--- config.mk ---
export PLATFORM = sky130hd
export DESIGN_NAME = pack_writeback
export DESIGN_NICKNAME = d
export VERILOG_FILES = /design/src/rtl/pack_writeback.sv
export SDC_FILE = /design/constraint.sdc
export NUM_CORES = 1
export LEC_CHECK = 0
export BUFFER_PORTS_ARGS = -buffer_cell sky130_fd_sc_hd__buf_2
export CORE_ASPECT_RATIO = 1.75
export CORE_MARGIN = 1.5
export CORE_UTILIZATION = 54
export CTS_BUF_LIST = sky130_fd_sc_hd__clkbuf_8
export CTS_CLUSTER_DIAMETER = 40
export CTS_CLUSTER_SIZE = 8
export DETAILED_ROUTE_END_ITERATION = 7
export GPL_ROUTABILITY_DRIVEN = 0
export PLACE_DENSITY_LB_ADDON = 0.3
export SYNTH_ARGS = -nofsm -noshare
export SYNTH_HDL_FRONTEND = slang
export SYNTH_SLANG_ARGS = --single-unit
export TNS_END_PERCENT = 10
--- constraint.sdc ---
create_clock -name CLK -period 2 [get_ports CLK]
set_input_delay 0.4 -clock CLK [delete_from_list [all_inputs] [get_ports CLK]]
set_output_delay 0.4 -clock CLK [all_outputs]
set_load 0.005 [all_outputs]
--- src/rtl/pack_writeback.sv ---
// pack_writeback: packs an incoming byte stream into 32-bit BRAM words
// (little-endian lanes), then drains the whole frame one byte per cycle
// through the BRAM byte port into an external byte-wide memory.
// Optional build macro: WB_CHECKSUM_EN appends a mod-256 checksum byte
// after the drained frame and exposes it on csum.
module pack_writeback #(
  parameter int unsigned WORDS     = 512,
  parameter logic [17:0] BASE_ADDR = 18'h00000
) (
  input  logic        CLK,
  input  logic        rst,
  input  logic        start,
  input  logic        in_valid,
  input  logic [7:0]  in_data,
  output logic        in_ready,
  output logic        EN_B,
  output logic        W_B,
  output logic [8:0]  ADDR_B,
  output logic [31:0] DIN_B,
  output logic        EN_A,
  output logic [10:0] ADDR_A,
  input  logic [7:0]  DOUT_A,
  output logic        mem_we,
  output logic [17:0] mem_address,
  output logic [7:0]  mem_data_in,
  output logic        complete,
  output logic [7:0]  csum
);

  localparam logic [8:0]  LAST_WORD = 9'(WORDS - 1);
  localparam logic [10:0] LAST_BYTE = 11'(4 * WORDS - 1);

  typedef enum logic [1:0] {
    IDLE  = 2'd0,
    PACK  = 2'd1,
    DRAIN = 2'd2,
    DONE  = 2'd3
  } state_t;

  state_t      state_r;
  state_t      state_s;

  // Pack side
  logic [1:0]  lane_r;
  logic [8:0]  word_idx_r;
  logic [23:0] word_r;        // lanes 0..2; lane 3 goes straight into DIN_B
  logic        pack_done_r;   // last word latched, its write is in flight
  logic        in_ready_r;
  logic        en_b_r;
  logic        w_b_r;
  logic [8:0]  addr_b_r;
  logic [31:0] din_b_r;
  logic        accept_s;

  // Drain side
  logic        en_a_r;
  logic [10:0] addr_a_r;
  logic        we_r;
  logic        wlast_r;       // current memory write carries the final data byte
  logic [17:0] waddr_r;
  logic        complete_r;
  logic        drain_done_s;

`ifdef WB_CHECKSUM_EN
  localparam logic [17:0] CSUM_ADDR = 18'(BASE_ADDR + 18'(4 * WORDS));

  logic        wcsum_r;       // current memory write carries the checksum
  logic [7:0]  csum_r;

  function automatic logic [7:0] sum8(input logic [7:0] acc, input logic [7:0] b);
    sum8 = acc + b;
  endfunction
`endif

  // Byte handshake and end-of-drain detection
  always_comb begin
    accept_s     = 1'b0;
    drain_done_s = 1'b0;
    if ((state_r == PACK) && in_ready_r && in_valid) begin
      accept_s = 1'b1;
    end else begin
      accept_s = 1'b0;
    end
`ifdef WB_CHECKSUM_EN
    drain_done_s = we_r && wcsum_r;
`else
    drain_done_s = we_r && wlast_r;
`endif
  end

  // Next-state logic
  always_comb begin
    state_s = state_r;
    case (state_r)
      IDLE: begin
        if (start) begin
          state_s = PACK;
        end else begin
          state_s = IDLE;
        end
      end
      PACK: begin
        // Leave only after the final word's write cycle has been issued
        if (pack_done_r) begin
          state_s = DRAIN;
        end else begin
          state_s = PACK;
        end
      end
      DRAIN: begin
        if (drain_done_s) begin
          state_s = DONE;
        end else begin
          state_s = DRAIN;
        end
      end
      DONE: begin
        if (!start) begin
          state_s = IDLE;
        end else begin
          state_s = DONE;
        end
      end
      default: begin
        state_s = IDLE;
      end
    endcase
  end

  // State register
  always_ff @(posedge CLK) begin
    if (!rst) begin
      state_r <= IDLE;
    end else begin
      state_r <= state_s;
    end
  end

  // Pack datapath: lane assembly and one-cycle BRAM word write
  always_ff @(posedge CLK) begin
    if (!rst) begin
      lane_r      <= 2'd0;
      word_idx_r  <= 9'd0;
      word_r      <= 24'h000000;
      pack_done_r <= 1'b0;
      in_ready_r  <= 1'b0;
      en_b_r      <= 1'b0;
      w_b_r       <= 1'b0;
      addr_b_r    <= 9'd0;
      din_b_r     <= 32'h00000000;
    end else begin
      en_b_r <= 1'b0;
      w_b_r  <= 1'b0;
      if ((state_r == IDLE) && start) begin
        lane_r      <= 2'd0;
        word_idx_r  <= 9'd0;
        pack_done_r <= 1'b0;
        in_ready_r  <= 1'b1;
      end else if (accept_s) begin
        lane_r <= lane_r + 2'd1;
        case (lane_r)
          2'd0: word_r[7:0]   <= in_data;
          2'd1: word_r[15:8]  <= in_data;
          2'd2: word_r[23:16] <= in_data;
          2'd3: begin
            // Word complete: write it next cycle while bytes keep flowing
            din_b_r    <= {in_data, word_r};
            addr_b_r   <= word_idx_r;
            en_b_r     <= 1'b1;
            w_b_r      <= 1'b1;
            word_idx_r <= word_idx_r + 9'd1;
            if (word_idx_r == LAST_WORD) begin
              in_ready_r  <= 1'b0;
              pack_done_r <= 1'b1;
            end
          end
          default: lane_r <= 2'd0;
        endcase
      end
    end
  end

  // Drain datapath: sequential byte reads and the memory write one cycle later
  always_ff @(posedge CLK) begin
    if (!rst) begin
      en_a_r     <= 1'b0;
      addr_a_r   <= 11'd0;
      we_r       <= 1'b0;
      wlast_r    <= 1'b0;
      waddr_r    <= 18'h00000;
      complete_r <= 1'b0;
`ifdef WB_CHECKSUM_EN
      wcsum_r    <= 1'b0;
      csum_r     <= 8'h00;
`endif
    end else begin
      we_r       <= 1'b0;
      wlast_r    <= 1'b0;
      complete_r <= (state_s == DONE);
`ifdef WB_CHECKSUM_EN
      wcsum_r    <= 1'b0;
`endif
      // Read address generator
      if ((state_r == PACK) && pack_done_r) begin
        en_a_r   <= 1'b1;
        addr_a_r <= 11'd0;
      end else if (en_a_r) begin
        if (addr_a_r == LAST_BYTE) begin
          en_a_r <= 1'b0;
        end else begin
          addr_a_r <= addr_a_r + 11'd1;
        end
      end
      // Memory write follows each read by exactly one cycle; address wraps mod 2^18
      if (en_a_r) begin
        we_r    <= 1'b1;
        waddr_r <= BASE_ADDR + {7'd0, addr_a_r};
        wlast_r <= (addr_a_r == LAST_BYTE);
      end
`ifdef WB_CHECKSUM_EN
      else if (we_r && wlast_r) begin
        we_r    <= 1'b1;
        wcsum_r <= 1'b1;
        waddr_r <= CSUM_ADDR;
      end
      // Checksum over drained bytes, restarted with each new frame
      if ((state_r == IDLE) && start) begin
        csum_r <= 8'h00;
      end else if (we_r && !wcsum_r) begin
        csum_r <= sum8(csum_r, DOUT_A);
      end
`endif
    end
  end

  // Write data: BRAM read data arrives in the write cycle itself, so it is
  // steered straight through; gated by the registered strobe so it is 0 when idle
  always_comb begin
    mem_data_in = 8'h00;
    if (we_r) begin
`ifdef WB_CHECKSUM_EN
      if (wcsum_r) begin
        mem_data_in = csum_r;
      end else begin
        mem_data_in = DOUT_A;
      end
`else
      mem_data_in = DOUT_A;
`endif
    end else begin
      mem_data_in = 8'h00;
    end
  end

  assign in_ready    = in_ready_r;
  assign EN_B        = en_b_r;
  assign W_B         = w_b_r;
  assign ADDR_B      = addr_b_r;
  assign DIN_B       = din_b_r;
  assign EN_A        = en_a_r;
  assign ADDR_A      = addr_a_r;
  assign mem_we      = we_r;
  assign mem_address = waddr_r;
  assign complete    = complete_r;
`ifdef WB_CHECKSUM_EN
  assign csum        = csum_r;
`else
  assign csum        = 8'h00;
`endif

endmodule

==> Word level (Yosys, flattened, before mapping) <==
Index checks and enable logic that the tools add are counted.
{ "op_classes": {"n_addsub": 3, "n_mul": 0, "div": 0, "magnitude_cmp": 0, "eq_ne": 9, "n_shift": 0, "n_mux": 16, "n_bitwise": 4, "n_reduce_logical": 22} }
{ "ops": {"columns": ["op", "n"], "rows": [
  ["$reduce_and 3->1", 6],
  ["$mux 1", 12],
  ["$add 11x1->11 const B", 1],
  ["$eq 11x11->1 const B", 1],
  ["$eq 2x2->1 const B", 5],
  ["$add 9x1->9 const B", 1],
  ["$eq 9x9->1 const B", 1],
  ["$mux 8", 1],
  ["$pmux 2 s4", 1],
  ["$reduce_and 2->1", 3],
  ["$reduce_bool 2->1", 3],
  ["$logic_and 1x1->1", 5],
  ["$eq 2x1->1 const B", 2],
  ["$logic_not 2->1", 2],
  ["$mux 2", 2],
  ["$not 1->1", 4],
  ["$reduce_or 2->1", 2],
  ["$reduce_or 3->1", 1],
  ["$add 2x1->2 const B", 1]
]} }
{ "totals": {"ff_bits": 107, "latchBits": 0, "ram_bits": 0, "rom_bits": 0, "inputBits": 20, "output_inout_bits": 92, "wordCells": 71, "memories": 0} }

==> Depth between registers and ports, before layout <==
Gate-level depths: netlist of run 1.
{ "logic_depth": {"depth_word": 6, "mapped_depth": 8, "mapped_depth_nobuf": 8} }

==> Worst setup path before layout of run 1 <==
Ideal clock, no wire load.
{ "synth_path": {"path_type": "register to register", "from": "reg addr_a_r[0] (netlist: ADDR_A[0])", "to": "reg addr_a_r[7] (netlist: ADDR_A[7])", "setup_ps": 128, "t_arrival_ps": 1392, "required_ps": 1872, "setup_slack_ps": 480, "path_stages_with_launch": 6, "path_buffers": 0, "path_cell_list": "dfxtp_1 ha_1 and4_1 a2111oi_2 xnor2_1 nor2_1"} }
{ "synth_via": {"elab_chain_cells": 3, "word_cells_on_any_way": 4, "cone_classes": "1 x add/sub; 1 x eq/ne; 1 x bitwise; 1 x reduce/logical"} }
{ "synth_rtl": {"columns": ["element", "line_no", "text"], "rows": [
  ["from (decl)", "57", "logic [10:0] addr_a_r;"],
  ["from (signal assigned)", "211", "addr_a_r <= addr_a_r + 11'd1;"],
  ["branches (longest 3 deep; another with $add 11x1->11)", null, null]
]} }
Several ways; the timed one is not identified.
A chain may end at the register's enable or synchronous reset.

==> Worst setup path after layout of run 1 <==
Same ends and word-level chain as after synthesis.

==> results.toml, run 1 <==
[outcome]
outcome = "completed"

[drt]
vias_per_cell = 5.269
remaining_drc_errors = 0
first_pass_iters = 6
wl_um = 9038
antenna_left = 0
via_count = 3530
wl_per_cell_um = 13.49
drt-initial-drc-count = 132

[clock_network]
cts_tree = "built"
cts_sinks = 107
cts_root_buffer = "clkbuf_8"
h-tree-depth = 3
clk_latency_ns = 0.37
ctsLongestPathBuffers = 2
cts_buffers = 9
cts_resized = 0
cts_hold_buf = 0
clk_pin_slew_worst_paths_ns = 0.09
cts_setup_buffers = 0

[floorplan]
die_h_um = 120.1
die_x_um = 69.94
num_io_pins = 112
rows = 42
initial_utilization = 0.5595
core_mm2 = 0.007567
dieArea_mm2 = 0.008402

[setup_path]
crit_chain = "ha_1 > and4_1 > a2111oi_2 > xnor2_1 > nor2_1"
cpPeakStageDelay_ns = 0.40
cp.required_ns = 2.25
worstSetupPathType = "flip-flop to flip-flop"
startpoint_type = "flip-flop"
worstPathArrival_ns = 1.86
cpMaxStageDelayCell = "a2111oi_2"
crit_fanout = 5
worstSetupEndpointType = "flip-flop"

[synth]
synth_common_cells = "nand2_1, dfxtp_1, a21oi_1"
yosys.cell_count.top_type = "nand2_1"
ys_types = 41
yosysWarnings = 0
synth_area_mm2 = 0.004234
synthTopCellsByArea = "dfxtp_1, nand2_1, a21oi_1"
ys.flop_type = "dfxtp_1"
yosysTopAreaCell = "dfxtp_1"
synth-edff-count = 0
seq_area_frac_synth = 0.5059
yosys.area.top_type_share = 0.5059
async_flop_share = 0
synth-seq-cells = 107
synth_cells = 491
avgSynthCellArea_um2 = 8.623

[sta]
setup_viol = 0
rsz0062_at_grt = "no"
report.final.slew_viol_count = 0
fmax_mhz = 620.9
setup_tns_ns = 0
skew_ns = 0.003853
worst_slack_ns = 0.3895
hold_viol_final = 0
fin_crit_ns = 1.611
period_share = 0.8053

[placement]
dp_cells = 655
portBuffers = 96
place_ws_ns = 0.3039
dp_hpwl_um = 6549

[global_route]
grt_max_degree = 56
grt_util_all_layers = 0.2177
grt_pass1_vias = 3163
grt_first_pass_wirelength_um = 14720
grt-ovfl-total = 0
antenna_found_initial = 0

[job]
cap_violations = 0

[power_and_ir_drop]
total_power_mw = 3.540
p_per_area_mw_per_mm2 = 724.1
p_leak_nw = 2.082
max-vdd-ir-drop_mv = 0.5805

[layout]
diodes = 0
stdcell_count = 670
final_util = 0.6460
nNetsFinal = 605
areaGrowthSynthToFinish_pct = 15.46
drive_gt1_frac = 0.2165

[min_path]
hp-class = "input pin to flip-flop"
==> cell type report <==
type / count / area (um^2)
flip-flops and latches: 107 / 2142
multi-input cells: 348 / 1839
clock inverters: 4 / 42.54
repair buffers: 106 / 580.6
clock buffers: 11 / 151.4
fillers: 665 / 2679
well taps: 88 / 110.1
inverters: 6 / 22.52
==> placed cells by master (no fill, tap or decap), types with 2 or more instances in the layout <==
cell type,netlist,final
buf_4,16,8
ha_1,7,7
and2_1,11,11
xnor2_1,6,6
mux2i_1,19,19
a21oi_1,68,68
nand3_1,24,24
a311oi_1,2,2
buf_12,0,2
conb_1,1,15
o21bai_1,2,2
clkbuf_8,0,11
or3_1,2,2
nand2_1,114,114
buf_2,10,96
nand2b_1,2,2
o21ai_0,3,3
a31oi_1,5,5
dfxtp_1,107,107
nand4_1,4,4
xor2_1,5,5
and3_1,5,5
inv_1,5,7
nor2b_1,2,2
nor2_1,37,37
==> cell families (layout without fill, tap and decap cells) <==
| group | after synthesis | in the layout | share of synthesized area |
|---|---|---|---|
| other | 1 | 15 | 0.0008857 |
| AOI/OAI and AO/OA | 84 | 84 | 0.1082 |
| DFF | 107 | 107 | 0.5059 |
| and+or+nand+nor | 211 | 211 | 0.2219 |
| xor gates and xnor gates | 11 | 11 | 0.02275 |
| buffers and inverters | 50 | 127 | 0.07210 |
| adders and majority gates | 7 | 7 | 0.02068 |
| muxes | 20 | 20 | 0.04758 |
==> metal layers <==
metal  vias up  wire length, um  global-route usage
met5         -                0                   0
met4         0              166             0.09135
met3        14              409             0.03694
met2       101             4858              0.3929
met1      1639             3604              0.2497
li1       1776                -                   -
==> critical path: cells and delay by family (launching register included) <==
kind	cells	cell delay, ns
AOI/OAI and AO/OA	1	0.40
DFF	1	0.36
and+or+nand+nor	2	0.32
adders and majority gates	1	0.25
xor gates and xnor gates	1	0.17
==> registers in the layout (all words and copies together), names as in the netlist <==
register / flops
mem_we: 1
W_B: 1
mem_address: 11
lane_r: 2
wlast_r: 1
complete: 1
in_ready: 1
word_idx_r: 9
ADDR_B: 9
word_r: 24
ADDR_A: 11
state_r: 2
DIN_B: 32
pack_done_r: 1
EN_A: 1
==> report_power, final <==
part	internal, mW	leakage [nW]	switching, mW	total [mW]
registers	2.13	0.862	0.00531	2.14
logic	0.0301	1.11	0.0696	0.0997
clock network	0.630	0.108	0.671	1.30
total	2.79	2.08	0.746	3.54
==> through the flow <==
stage | hold slack, ns | cell area, um^2
floorplan | 0.4315 | 4287
global placement | 0.4417 | 4695
detailed placement | 0.4430 | 4695
CTS | 0.3004 | 4888
global route | 0.3130 | 4888
finish | 0.3088 | 4888
==> final timing paths <==
check                          from                     end  slack (ns)  cells past startpoint
min                      in_data[1]  DIN_B[25]$_SDFFE_PN0P_        0.31                      3
max          ADDR_A[0]$_SDFFE_PP0P_  ADDR_A[7]$_SDFFE_PP0P_        0.39                      5
max reg2reg  ADDR_A[0]$_SDFFE_PP0P_  ADDR_A[7]$_SDFFE_PP0P_        0.39                      5
min reg2reg   DIN_B[4]$_SDFFE_PN0P_   DIN_B[4]$_SDFFE_PN0P_        0.46                      2
No activity file was read; power rests on OpenSTA's default activity.
==> run 2, diff against run 1 <==
clock period = 1.6 ns   (was 2 ns; I/O delays follow)
==> results.toml, run 2 (synthesis results as in run 1) <==
[layout]
mostFrequentLayoutCell = "nand2_1"
nNetsFinal = 616
diodes = 0
final_cell_area_mm2 = 0.005039
drive_gt1_frac = 0.2395
fillCellCount = 659
stdcell_count = 681
final_cell_mix = "nand2_1, dfxtp_1, buf_2"
largest_reg_flops = 32
areaGrowthSynthToFinish_pct = 19.00

[sta]
fin_crit_ns = 1.601
skew_ns = 0.006243
setup_viol = 1
rsz0062_at_grt = "yes"
report.final.slew_viol_count = 0
period_share = 1.001
fmax_mhz = 624.6
hold_viol_final = 0
worst_slack_ns = -0.0009109

[setup_path]
cp.required_ns = 1.84
worstSetupPathType = "flip-flop to flip-flop"
worstSetupEndpointType = "flip-flop"
worstPathArrival_ns = 1.85
crit_fanout = 5
startpoint_type = "flip-flop"

[outcome]
violations = "negative setup slack"
outcome = "finished with violations"

[floorplan]
dieArea_mm2 = 0.008402
core_mm2 = 0.007567
num_io_pins = 112
die_x_um = 69.94
rows = 42
die_h_um = 120.1
initial_utilization = 0.5595

[drt]
wl_per_cell_um = 13.91
remaining_drc_errors = 0
wl_um = 9474
antenna_left = 0
first_pass_iters = 4
drt-initial-drc-count = 150
via_count = 3616
vias_per_cell = 5.310

[placement]
portBuffers = 96
dp_hpwl_um = 6851
dp_cells = 666
placed_area_mm2 = 0.004815

[global_route]
grt-ovfl-total = 0
grt_util_all_layers = 0.2290
grt_pass1_vias = 3419
grt.met2_usage = 0.4167
met1_usage = 0.2512
grt_first_pass_wirelength_um = 15430
grtUsageMet3 = 0.03442
top_usage_layer = "met2"
grt_max_degree = 74
antenna_found_initial = 0

[clock_network]
cts_sinks = 107
ctsLongestPathBuffers = 2
clk_latency_ns = 0.37
clk_pin_slew_worst_paths_ns = 0.09
h-tree-depth = 3
cts_buffers = 9
cts_hold_buf = 0
cts_root_buffer = "clkbuf_8"
cts_tree = "built"

[power_and_ir_drop]
p_leak_nw = 2.159
p_per_area_mw_per_mm2 = 911.9
max-vdd-ir-drop_mv = 0.6950

[job]
cap_violations = 0

[min_path]
hp-class = "input pin to flip-flop"
==> run 2: cell count changes in the layout (fill, tap and decap cells not counted), sizes merged <==
cell | previous run | this run
buf | 106 | 117
bufinv | 1 | 2
clkbuf | 11 | 10
==> run 2: routing by layer <==
layer / vias to the layer above / share of wire
met1: 1688 / 0.39
met4: 0 / 0.033
met3: 28 / 0.036
li1: 1799 / -
met2: 101 / 0.54
met5: - / 0
==> run 2: area by class of cell <==
class	instances	area, um^2	share of cell area
clock inverters	5	77.57	0.01540
flip-flops and latches	107	2145	0.4256
clock buffers	10	137.6	0.02732
inverters	6	22.52	0.004470
repair buffers	117	700.7	0.1391
multi-input cells	348	1846	0.3663
well taps	88	110.1	0.02185
==> run 2: final timing paths <==
path | from | end | slack (ns) | cells past startpoint
max | ADDR_A[0]$_SDFFE_PP0P_ | ADDR_A[5]$_SDFFE_PP0P_ | -0.0009 | 5
min | in_data[0] | DIN_B[24]$_SDFFE_PN0P_ | 0.23 | 3
max reg2reg | ADDR_A[0]$_SDFFE_PP0P_ | ADDR_A[5]$_SDFFE_PP0P_ | -0.0009 | 5
min reg2reg | DIN_B[3]$_SDFFE_PN0P_ | DIN_B[3]$_SDFFE_PN0P_ | 0.45 | 2
==> run 2: report_power, final <==
part	internal [mW]	total [mW]	switching (mW)
Clock	0.914	1.78	0.871
Combinational	0.0444	0.137	0.0925
Sequential	2.67	2.67	0.00542
Total	3.63	4.59	0.969
==> run 2: worst max-delay path, cell delays in order (launching register included) <==
cell	delay [ns]
dfxtp_1	0.32
ha_1	0.24
and4_1	0.27
a311oi_1	0.42
xnor2_1	0.16
nor2_1	0.06
==> run 2: timing repair <==
item | CTS | global route
buffers inserted | 0 | 0
setup endpoints to repair | 0 | 26
gates resized for setup | 0 | 5
==> run 2: per-stage QoR <==
| step | setup TNS, ns | utilization | setup slack [ns] | hold slack [ns] | power [mW] |
|---|---|---|---|---|---|
| global placement | 0 | 0.6362 | 0.08544 | 0.4370 | 2.868 |
| CTS | 0 | 0.6647 | 0.005123 | 0.2160 | 4.624 |
| finish | -0.0009109 | 0.6658 | -0.0009109 | 0.2289 | 4.595 |
| detailed placement | 0 | 0.6362 | 0.01135 | 0.4463 | 2.871 |
| global route | -0.1288 | 0.6658 | -0.07686 | 0.2286 | 4.756 |
| floorplan | 0 | - | 0.08028 | 0.4315 | 2.829 |
==> run 3, diff against run 2 <==
--- a/constraint.sdc
+++ b/constraint.sdc
@@ -3,2 +3,2 @@
 set_output_delay 0.32 -clock CLK [all_outputs]
-set_load 0.005 [all_outputs]
+set_load 0.05 [all_outputs]
==> results.toml, run 3 (synthesis results as in run 1) <==
[layout]
mostFrequentLayoutCell = "nand2_1"
diodes = 0
drive_gt1_frac = 0.2564
stdcell_count = 677
areaGrowthSynthToFinish_pct = 18.26
largest_reg_flops = 32
nNetsFinal = 611
final_cell_mix = "nand2_1, dfxtp_1, buf_2"
seq_area_mm2 = 0.002157
multi_input_area_mm2 = 0.001872
fillCellCount = 653

[drt]
remaining_drc_errors = 0
wl_per_cell_um = 13.46
first_pass_iters = 5
wl_um = 9114
drt-initial-drc-count = 144
vias_per_cell = 5.220
antenna_left = 0
via_count = 3534

[setup_path]
worstPathArrival_ns = 1.85
cp.required_ns = 1.85
startpoint_type = "flip-flop"
r2r_setup_slack_ns = 0.0009
r2r_cells = 5
r2r_end = "ADDR_A[7]$_SDFFE_PP0P_"
crit_fanout = 5
worstSetupEndpointType = "flip-flop"
worstSetupPathType = "flip-flop to flip-flop"
r2r-start = "ADDR_A[0]$_SDFFE_PP0P_"

[clock_network]
cts_root_buffer = "clkbuf_8"
h-tree-depth = 3
clk_pin_slew_worst_paths_ns = 0.10
cts_hold_buf = 0
cts_tree = "built"
ctsLongestPathBuffers = 2
clk_latency_ns = 0.37
cts_sinks = 107
cts_buffers = 9

[sta]
hold_viol_final = 0
holdWs_ns = 0.2273
setup_viol = 0
report.final.slew_viol_count = 0
period_share = 0.9994
fmax_mhz = 625.3
skew_ns = 0.007168
fin_crit_ns = 1.599
rsz0062_at_grt = "yes"

[floorplan]
num_io_pins = 112
dieArea_mm2 = 0.008402
die_x_um = 69.94
die_h_um = 120.1
initial_utilization = 0.5595
core_mm2 = 0.007567
rows = 42

[placement]
portBuffers = 96
dp_hpwl_um = 6712
dp_cells = 661

[global_route]
grt_pass1_vias = 3287
grt_first_pass_wirelength_um = 14990
grt_util_all_layers = 0.2203
antenna_found_initial = 0
grt-ovfl-total = 0
grt_max_degree = 60

[min_path]
worst_hold_startpoint = "in_data[4]"
hp-class = "input pin to flip-flop"
whs_endpoint = "DIN_B[28]$_SDFFE_PN0P_"
worstHoldPathCells = 3

[job]
cap_violations = 0

[power_and_ir_drop]
p_per_area_mw_per_mm2 = 882.2
p_leak_nw = 2.121
max-vdd-ir-drop_mv = 0.6552

[outcome]
outcome = "completed"
run 3: per-stage QoR:
step	setup TNS [ns]	worst slack [ns]	cell area [um^2]	utilization	power, mW
floorplan	-0.02198	-0.01472	4300	-	2.906
global placement	-0.03864	-0.03864	4778	0.6314	2.939
detailed placement	-0.2958	-0.08300	4778	0.6314	2.943
CTS	0	0.008494	4989	0.6592	4.472
global route	-0.1647	-0.04463	5007	0.6617	4.602
finish	0	0.0008870	5007	0.6617	4.417
run 3: final cells by class:
cell class	instances	share of cell area
inverters	6	0.004498
well taps	88	0.02199
flip-flops and latches	107	0.4308
repair buffers	112	0.1312
clock buffers	11	0.03023
multi-input cells	348	0.3738
clock inverters	5	0.007496
run 3: report_power, final:
part           internal [mW]  total (mW)  leakage (nW)  switching [mW]
Combinational         0.0447       0.210          1.16           0.165
Sequential              2.67        2.67         0.867         0.00544
Clock                  0.657        1.54        0.0973           0.879
Total                   3.37        4.42          2.12            1.05
run 3: repair_timing:
action	in CTS	in global routing
pin swaps	1	1
endpoints found under the setup margin	10	32
gates resized for setup	4	7
buffers inserted	0	0
run 3: worst max path at each step:
stage	slack, ns	end	cells after the start	start
finish	0.0009	ADDR_A[7]$_SDFFE_PP0P_	5	ADDR_A[0]$_SDFFE_PP0P_
detailed placement	-0.08	ADDR_A[7]$_SDFFE_PP0P_	5	ADDR_A[0]$_SDFFE_PP0P_
global placement	-0.04	ADDR_A[7]$_SDFFE_PP0P_	5	ADDR_A[0]$_SDFFE_PP0P_
CTS	0.008	ADDR_A[7]$_SDFFE_PP0P_	5	ADDR_A[0]$_SDFFE_PP0P_
global route	-0.04	ADDR_A[0]$_SDFFE_PP0P_	5	ADDR_A[1]$_SDFFE_PP0P_
floorplan	-0.01	ADDR_A[4]$_SDFFE_PP0P_	4	ADDR_A[7]$_SDFFE_PP0P_
run 3: per-layer routing:
metal | GRT usage | routed length [um]
met3 | 0.04870 | 369
met5 | 0 | 0
met2 | 0.3940 | 4874
met1 | 0.2473 | 3650
met4 | 0.09495 | 220
run 3: critical path, stage by stage (launching register included):
cell	delay, ns
dfxtp_4	0.37
ha_1	0.24
and4_2	0.30
a2111oi_4	0.35
xnor2_1	0.16
nor2_1	0.05
